**config.mk**
```make
export PLATFORM = sky130hd
export DESIGN_NAME = fact_accel_flat
export DESIGN_NICKNAME = d
export VERILOG_FILES = /design/src/rtl/fact_bus_if.sv /design/src/rtl/fact_accel.sv /design/src/flat_wrapper.sv
export SDC_FILE = /design/constraint.sdc
export NUM_CORES = 1
export LEC_CHECK = 0
export CORE_ASPECT_RATIO = 0.6
export CORE_UTILIZATION = 59
export CTS_CLUSTER_DIAMETER = 50
export DETAILED_ROUTE_END_ITERATION = 8
export GPL_ROUTABILITY_DRIVEN = 0
export PLACE_DENSITY = 0.78
export SYNTH_ARGS = -nofsm -noshare
export SYNTH_HDL_FRONTEND = slang
export SYNTH_SLANG_ARGS = --single-unit
```
**constraint.sdc**
```tcl
create_clock -name clk -period 5.03 [get_ports clk]
set_clock_uncertainty 0.15 [all_clocks]
set_input_delay 1.006 -clock clk [delete_from_list [all_inputs] [get_ports clk]]
set_output_delay 1.006 -clock clk [all_outputs]
set_load 0.1 [all_outputs]
```
**src/rtl/fact_bus_if.sv**
```systemverilog
// Data-memory bus slice seen by the factorial accelerator: decoded write strobe,
// register select, write data and combinational read data.
interface fact_bus_if #(
  parameter int unsigned WIDTH = 32
);
  logic             we;
  logic [1:0]       a;
  logic [WIDTH-1:0] wd;
  logic [WIDTH-1:0] rd;

  modport master (output we, output a, output wd, input rd);
  modport slave  (input we, input a, input wd, output rd);
endinterface

```
**src/rtl/fact_accel.sv**
```systemverilog
// Memory-mapped factorial accelerator. Software writes N, then toggles GO 0->1;
// an iterative multiply FSM computes N! and exposes STATUS/RESULT on the read mux.
// Optional feature macro: FACT_IRQ_EN adds irq_o, a one-cycle pulse per DONE entry.
module fact_accel #(
  parameter int unsigned WIDTH = 32,
  parameter int unsigned N_W   = 4,
  parameter int unsigned MAX_N = 12
) (
  input  logic       clk,
  input  logic       rst_n,
`ifdef FACT_IRQ_EN
  output logic       irq_o,
`endif
  fact_bus_if.slave  bus
);

  typedef enum logic [1:0] {StIdle, StCalc, StDone} state_e;

  state_e           state_q;
  logic [N_W-1:0]   n_q;
  logic             go_q;
  logic [N_W-1:0]   cnt_q;
  logic [WIDTH-1:0] acc_q;
  logic [WIDTH-1:0] result_q;
  logic             done_q;
  logic             err_q;
`ifdef FACT_IRQ_EN
  logic             irq_q;
`endif

  logic             n_wr;
  logic             go_wr;
  logic             start;
  logic             n_too_big;
  logic [WIDTH-1:0] prod;

  // Decode bus writes; only a 0->1 edge of GO starts a computation.
  always_comb begin
    n_wr      = bus.we && (bus.a == 2'd0) && (state_q != StCalc);
    go_wr     = bus.we && (bus.a == 2'd1);
    start     = go_wr && bus.wd[0] && !go_q;
    n_too_big = int'(n_q) > int'(MAX_N);
    prod      = acc_q * WIDTH'(cnt_q);
  end

  // N and GO registers; N is frozen while a computation is running.
  always_ff @(posedge clk or negedge rst_n) begin
    if (!rst_n) begin
      n_q  <= '0;
      go_q <= 1'b0;
    end else begin
      if (n_wr) n_q <= bus.wd[N_W-1:0];
      if (go_wr) go_q <= bus.wd[0];
    end
  end

  // Control FSM with registered status/result; result only updates on DONE entry.
  always_ff @(posedge clk or negedge rst_n) begin
    if (!rst_n) begin
      state_q  <= StIdle;
      cnt_q    <= '0;
      acc_q    <= '0;
      result_q <= '0;
      done_q   <= 1'b0;
      err_q    <= 1'b0;
`ifdef FACT_IRQ_EN
      irq_q    <= 1'b0;
`endif
    end else begin
`ifdef FACT_IRQ_EN
      irq_q <= 1'b0;
`endif
      unique case (state_q)
        StIdle, StDone: begin
          if (start) begin
            if (n_too_big) begin
              state_q  <= StDone;
              err_q    <= 1'b1;
              done_q   <= 1'b1;
              result_q <= '0;
`ifdef FACT_IRQ_EN
              irq_q    <= 1'b1;
`endif
            end else begin
              state_q <= StCalc;
              cnt_q   <= n_q;
              acc_q   <= WIDTH'(1);
              done_q  <= 1'b0;
              err_q   <= 1'b0;
            end
          end
        end
        StCalc: begin
          if (cnt_q > N_W'(1)) begin
            acc_q <= prod;
            cnt_q <= cnt_q - N_W'(1);
          end else begin
            state_q  <= StDone;
            result_q <= acc_q;
            done_q   <= 1'b1;
`ifdef FACT_IRQ_EN
            irq_q    <= 1'b1;
`endif
          end
        end
        default: state_q <= StIdle;
      endcase
    end
  end

  // Combinational read mux; reads have no side effects.
  always_comb begin
    bus.rd = '0;
    unique case (bus.a)
      2'd0: bus.rd[N_W-1:0] = n_q;
      2'd1: bus.rd[0]       = go_q;
      2'd2: bus.rd[1:0]     = {err_q, done_q};
      2'd3: bus.rd          = result_q;
      default: bus.rd = '0;
    endcase
  end

`ifdef FACT_IRQ_EN
  assign irq_o = irq_q;
`endif

endmodule
```
**src/flat_wrapper.sv**
```systemverilog
// flat-port wrapper written by rule: the top's interface ports become plain ports
module fact_accel_flat 
#(
  parameter int unsigned WIDTH = 32,
  parameter int unsigned N_W   = 4,
  parameter int unsigned MAX_N = 12
)
  (clk, rst_n, bus_we, bus_a, bus_wd, bus_rd);
  fact_bus_if #(.WIDTH(WIDTH)) bus_i ();
  input  logic clk;
  input  logic rst_n;
  input wire logic [$bits(bus_i.we)-1:0] bus_we;
  input wire logic [$bits(bus_i.a)-1:0] bus_a;
  input wire logic [$bits(bus_i.wd)-1:0] bus_wd;
  output wire logic [$bits(bus_i.rd)-1:0] bus_rd;
  assign bus_i.we = bus_we;
  assign bus_i.a = bus_a;
  assign bus_i.wd = bus_wd;
  assign bus_rd = bus_i.rd;
  fact_accel #(.WIDTH(WIDTH), .N_W(N_W), .MAX_N(MAX_N)) u_core (.clk(clk), .rst_n(rst_n), .bus(bus_i));
endmodule
```
# Word level (Yosys, flattened, before mapping)
# Cells that the tools add are included.
dict set report word_totals {
  register_bits 77
  inputBits 37
  latchBits 0
  rom_bits 0
  word_cells 62
  ramBits 0
  n_memories 0
}
dict set report op_classes {
  bitwise 0
  order_cmp 2
  reduce_logical 15
  n_mux 24
  multipliers 1
  n_shift 0
  n_eq_ne 11
  n_div 0
  add_sub_neg 1
}
# op count
set op_table {}
lappend op_table {{32-bit two-way mux} 6}
lappend op_table {{32-bit case mux with 2 select lines} 2}
lappend op_table {{32-bit by 4-bit multiplier with 32-bit output} 1}
lappend op_table {{28-bit two-way mux} 1}
lappend op_table {{4-bit two-way mux} 3}
lappend op_table {{2-bit by 1-bit != test with 1-bit output, second input constant} 4}
lappend op_table {{2-bit case mux with 2 select lines} 2}
lappend op_table {{4-bit case mux with 2 select lines} 1}
lappend op_table {{4-bit AND reduction} 2}
lappend op_table {{2-bit == test, second input constant} 3}
lappend op_table {{2-bit two-way mux} 3}
lappend op_table {{1-bit logical AND} 5}
lappend op_table {{2-bit by 1-bit == test with 1-bit output, second input constant} 2}
lappend op_table {{4-bit by 1-bit > comparator with 1-bit output, second input constant} 1}
lappend op_table {{4-bit > comparator, second input constant} 1}
lappend op_table {{2-bit logical NOT} 2}
lappend op_table {{2-bit != test, second input constant} 2}
lappend op_table {{1-bit case mux with 4 select lines} 1}
lappend op_table {{2-bit AND reduction} 2}
lappend op_table {{4-bit by 1-bit subtractor with 4-bit output, second input constant} 1}
lappend op_table {{1-bit two-way mux} 3}
lappend op_table {{1-bit case mux with 3 select lines} 1}
lappend op_table {{3-bit AND reduction} 1}
lappend op_table {{1-bit case mux with 2 select lines} 1}
lappend op_table {{other kinds (3)} 3}

# Depth between registers and ports, before layout
dict set report depth {
  depth_word 6
  ltp_mapped 17
  depth_no_buf 13
}

# Least setup slack after synthesis
# No wires, ideal clock.
dict set report synth_path {
  kind {register to register}
  start {register u_core.cnt_q[2]}
  end {register u_core.acc_q[24]}
  required_time_ps 4756
  path_stages_with_launch 15
  period_less_slack_ps 4139
  path_slack_ps 891
  arrival_ps 3866
  path_cell_list {dfrtp_1 -> clkbuf_1 -> clkbuf_1 -> nand2_1 -> fa_1 -> fa_1 -> inv_1 -> fa_1 -> a211oi_1 -> o21a_1 -> a211oi_2 -> o31ai_2 -> nand2_1 -> a31o_2 -> a211o_1}
}
dict set report synth_between {
  elab_chain_len 3
}
# element line_no
set synth_rtl {}
lappend synth_rtl {{from (decl)} fact_accel.sv:22} ;# logic [N_W-1:0] cnt_q;
lappend synth_rtl {{from (signal assigned)} fact_accel.sv:86} ;# cnt_q <= n_q;
lappend synth_rtl {{from (signal assigned)} fact_accel.sv:96} ;# cnt_q <= cnt_q - N_W'(1);
lappend synth_rtl {{32-bit by 4-bit multiplier with 32-bit output / 4-bit by 1-bit > comparator with 1-bit output (equally long branches)} {fact_accel.sv:43, fact_accel.sv:94}}
lappend synth_rtl {{32-bit two-way mux / 2-bit by 1-bit != test with 1-bit output (equally long branches)} --}
lappend synth_rtl {{32-bit case mux with 2 select lines / 4-bit AND reduction (equally long branches)} --}
lappend synth_rtl {{to (signal assigned)} fact_accel.sv:95} ;# acc_q <= prod;
lappend synth_rtl {{to (decl)} fact_accel.sv:23} ;# logic [WIDTH-1:0] acc_q;
# Several ways; a longest one is shown, not always the timed one. The select of a mux whose other input is x is not followed.
# A chain may end at the register's enable or synchronous reset.

# Worst setup path in the final report
dict set report layout_path {
  start {register u_core.cnt_q[2]}
  end {register u_core.acc_q[26]}
}
# Same word-level chain as after synthesis.

==> results.yml <==
route:
  dr.pass1.iters: 6
  vias_per_cell: 5.83
  wl_per_cell_um: 17.3
  drt_wl_total_um: 17400
  drcViolationCount: 0
  vias: 5868
  drtIter0Drc: 449
  ant_nets: 0
clock_network:
  cts_resized: 0
  htree_levels: 3
  cts.reportedPaths.clkPinSlew_ps: 70
  numCtsBuffers: 9
  clock-root-buffer: "clkbuf_16"
  clk_path_buf_depth: 2
  postCtsSetupBuffers: 0
  cts_hold_buffers: 0
  clk_latency_ps: 350
  tritoncts: "built"
  clkSinkCount: 77
synth:
  synth.area.top_cells: "dfrtp_1, fa_1, and2_1, ha_1, inv_1"
  async_flop_share_pct: 100
  synth_nets: 952
  synth-edff-count: 0
  synth_top_area_share_pct: 26.9
  yosysUniqueCellTypes: 59
  synth-main-ff-cell: "dfrtp_1"
  synthesis.instances: 818
  ys_ff_latch: 77
  synth_area_mm2: 0.00716
  synth_top_area_cell: "dfrtp_1"
  synth_seq_area_share_pct: 26.9
  synth_warnings: 0
  avgSynthCellArea_um2: 8.75
worst_setup_path:
  crit_chain: "buf_4, and2_1, fa_1, inv_1, fa_1, inv_1, ha_1, a21oi_1, o21ai_0, o21a_1, o31ai_2, nand2_1, a31o_2, a211o_1"
  cp_num_buf_inv: 3
  crit_fanout: 21
  path_class: "flip-flop to flip-flop"
  max_stage_delay_ps: 570
  critPathArrivalTime_ps: 4760
  required_ps: 5110
  startpoint_type: "flip-flop"
  critPathSlowestCell: "dfrtp_1"
  cp-end-kind: "flip-flop"
  critPathTopFamily: "compound AO/OA/AOI/OAI gates"
die:
  dieArea_mm2: 0.0126
  num_io_pins: 69
  dieWidth_um: 144
  start_util_pct: 61.9
  dieHeight_um: 87.3
  num_rows: 30
  coreArea_mm2: 0.0116
global_route:
  grt_max_degree: 78
  grt.overflow.total: 0
  grt_pass1_vias: 5872
  antenna_found_initial: 0
  grt_pass1_wl_um: 29500
  grt_use_total_pct: 30.4
timing:
  finalHoldViolCount: 0
  rsz0062_at_grt: "false"
  slew_viol_final: 0
  fin_crit_ps: 4690
  final.setup.tns_ps: 0
  worst_pin_slew_ps: 1030
  setup-violations-final: 0
  slew_headroom_pct: 31.2
  period_share_pct: 93.2
  timing.fmax_ghz: 0.213
placed_design:
  dpl_cell_area_mm2: 0.00760
  portBuffers: 40
  dp_hpwl_um: 12800
cells_and_area:
  final_cell_area_mm2: 0.00790
  final_nets: 975
  antennaDiodeCount: 0
  area_delta_synth_final_pct: 10.4
  drive_above_1_share_pct: 9.10
power_and_ir_drop:
  powerDensity_mw_per_mm2: 507
  p_leak_nw: 3.97
  finalPower_w: 0.00401
  ir_drop_mv: 0.265
worst_hold_path:
  hold_path.class: "flip-flop to flip-flop"
status:
  status: "completed"
run:
  maxCapViolCount: 0
## power breakdown
| part | switching [W] | leakage [nW] | internal (W) | total [W] |
|---|---|---|---|---|
| Combinational | 0.00141 | 2.80 | 0.000796 | 0.00220 |
| Clock | 0.000295 | 0.149 | 0.000393 | 0.000687 |
| Sequential | 0.000279 | 1.01 | 0.000838 | 0.00112 |
| Total | 0.00198 | 3.97 | 0.00203 | 0.00401 |
## logic make-up (layout without fill, tap and decap cells)
group	after synthesis	after routing	share of synthesized area [%]
AND/OR/NAND/NOR	281	281	20.8
AO/OA/AOI/OAI	166	166	16.1
buffers and inverters	165	193	9.11
adder cells (fa/ha/maj)	97	97	22.9
flip-flops	77	77	26.9
XOR/XNOR	25	25	3.06
multiplexers	7	7	1.05
## sequential cells by signal, indices dropped and copies added, names as in the netlist
| name | count |
|---|---|
| u_core.err_q | 1 |
| u_core.result_q | 32 |
| u_core.go_q | 1 |
| u_core.done_q | 1 |
| u_core.state_q | 2 |
| u_core.cnt_q | 4 |
| u_core.acc_q | 32 |
| u_core.n_q | 4 |
## synthesized netlist by cell type (5+ instances only)
master / number
dfrtp_1: 77
xnor2_1: 17
nand3_1: 20
and3_1: 7
clkbuf_1: 33
nor2_1: 25
inv_1: 126
a211oi_1: 6
fa_1: 57
xor2_1: 8
a21o_1: 5
o21ai_0: 37
a22o_1: 33
nor3_1: 8
o21a_1: 6
nand2_1: 84
o211ai_1: 5
and2_1: 114
a21oi_1: 35
ha_1: 40
## layout by cell type, fill, tap and decap left out, drive strengths merged, types with 3 or more instances in the layout
cell type      netlist  final
clkbuf              34      9
o31ai                5      5
o21ai               38     38
and2               115    115
nand3               20     20
fa                  57     57
nand2b               4      4
xor2                 8      8
xnor2               17     17
a211oi               7      7
nand4                4      4
dfrtp               77     77
a311oi               3      3
mux2                 4      4
nand2               84     84
o211ai               6      6
a21o                 5      5
o21a                 6      6
a211o                3      3
and3                 9      9
nor2                25     25
nor3                 8      8
ha                  40     40
buf                  5     44
mux2i                3      3
a21oi               35     35
inv                126    130
a22o                33     33
a31oi                3      3
clkdlybuf4s50        0      7
o21bai               4      4
## final timing paths
kind	start	end	slack, ps	cells past startpoint
worst max-delay path	u_core.cnt_q[2]	u_core.acc_q[26]	340	14
worst min register to register	u_core.result_q[11]	u_core.result_q[11]	340	1
worst min-delay path	u_core.result_q[11]	u_core.result_q[11]	340	1
min in group asynchronous	rst_n	u_core.go_q	660	1
worst max register to register	u_core.cnt_q[2]	u_core.acc_q[26]	340	14
max in group asynchronous	rst_n	u_core.acc_q[14]	3370	1
## layout make-up
type                    instances  area (um^2)
repair buffers                 51          413
well taps                     160          200
flip-flops and latches         77         1930
clock buffers                   9          225
fillers                       934         3660
multi-input cells             576         4580
clock inverters                 7         80.1
inverters                     126          473
## per-stage QoR
stage                     instances  setup slack (ps)  hold slack, ps  util [%]
after floorplan                 818               891             309         -
after global placement          990               565             325      65.7
after detailed placement        990               446             329      65.7
after CTS                      1006               403             345      68.4
after global routing           1006              87.1             356      68.4
final                          1006               344             343      68.4
## per-layer routing
metal | wire length [um] | GRT usage (%)
met5 | 0 | 0
met4 | 190 | 7.27
met3 | 1290 | 4.84
met2 | 7540 | 46.3
met1 | 8430 | 45.3
## worst reg2reg max path: stages, from the launching register on
cell     delay, ps
dfrtp_1        570
buf_4          330
and2_1         190
fa_1           500
inv_1           50
fa_1           540
inv_1           50
ha_1           390
a21oi_1        310
o21ai_0        180
o21a_1         260
o31ai_2        280
nand2_1        210
a31o_2         300
a211o_1        260
(Power assumes the default switching activity.)
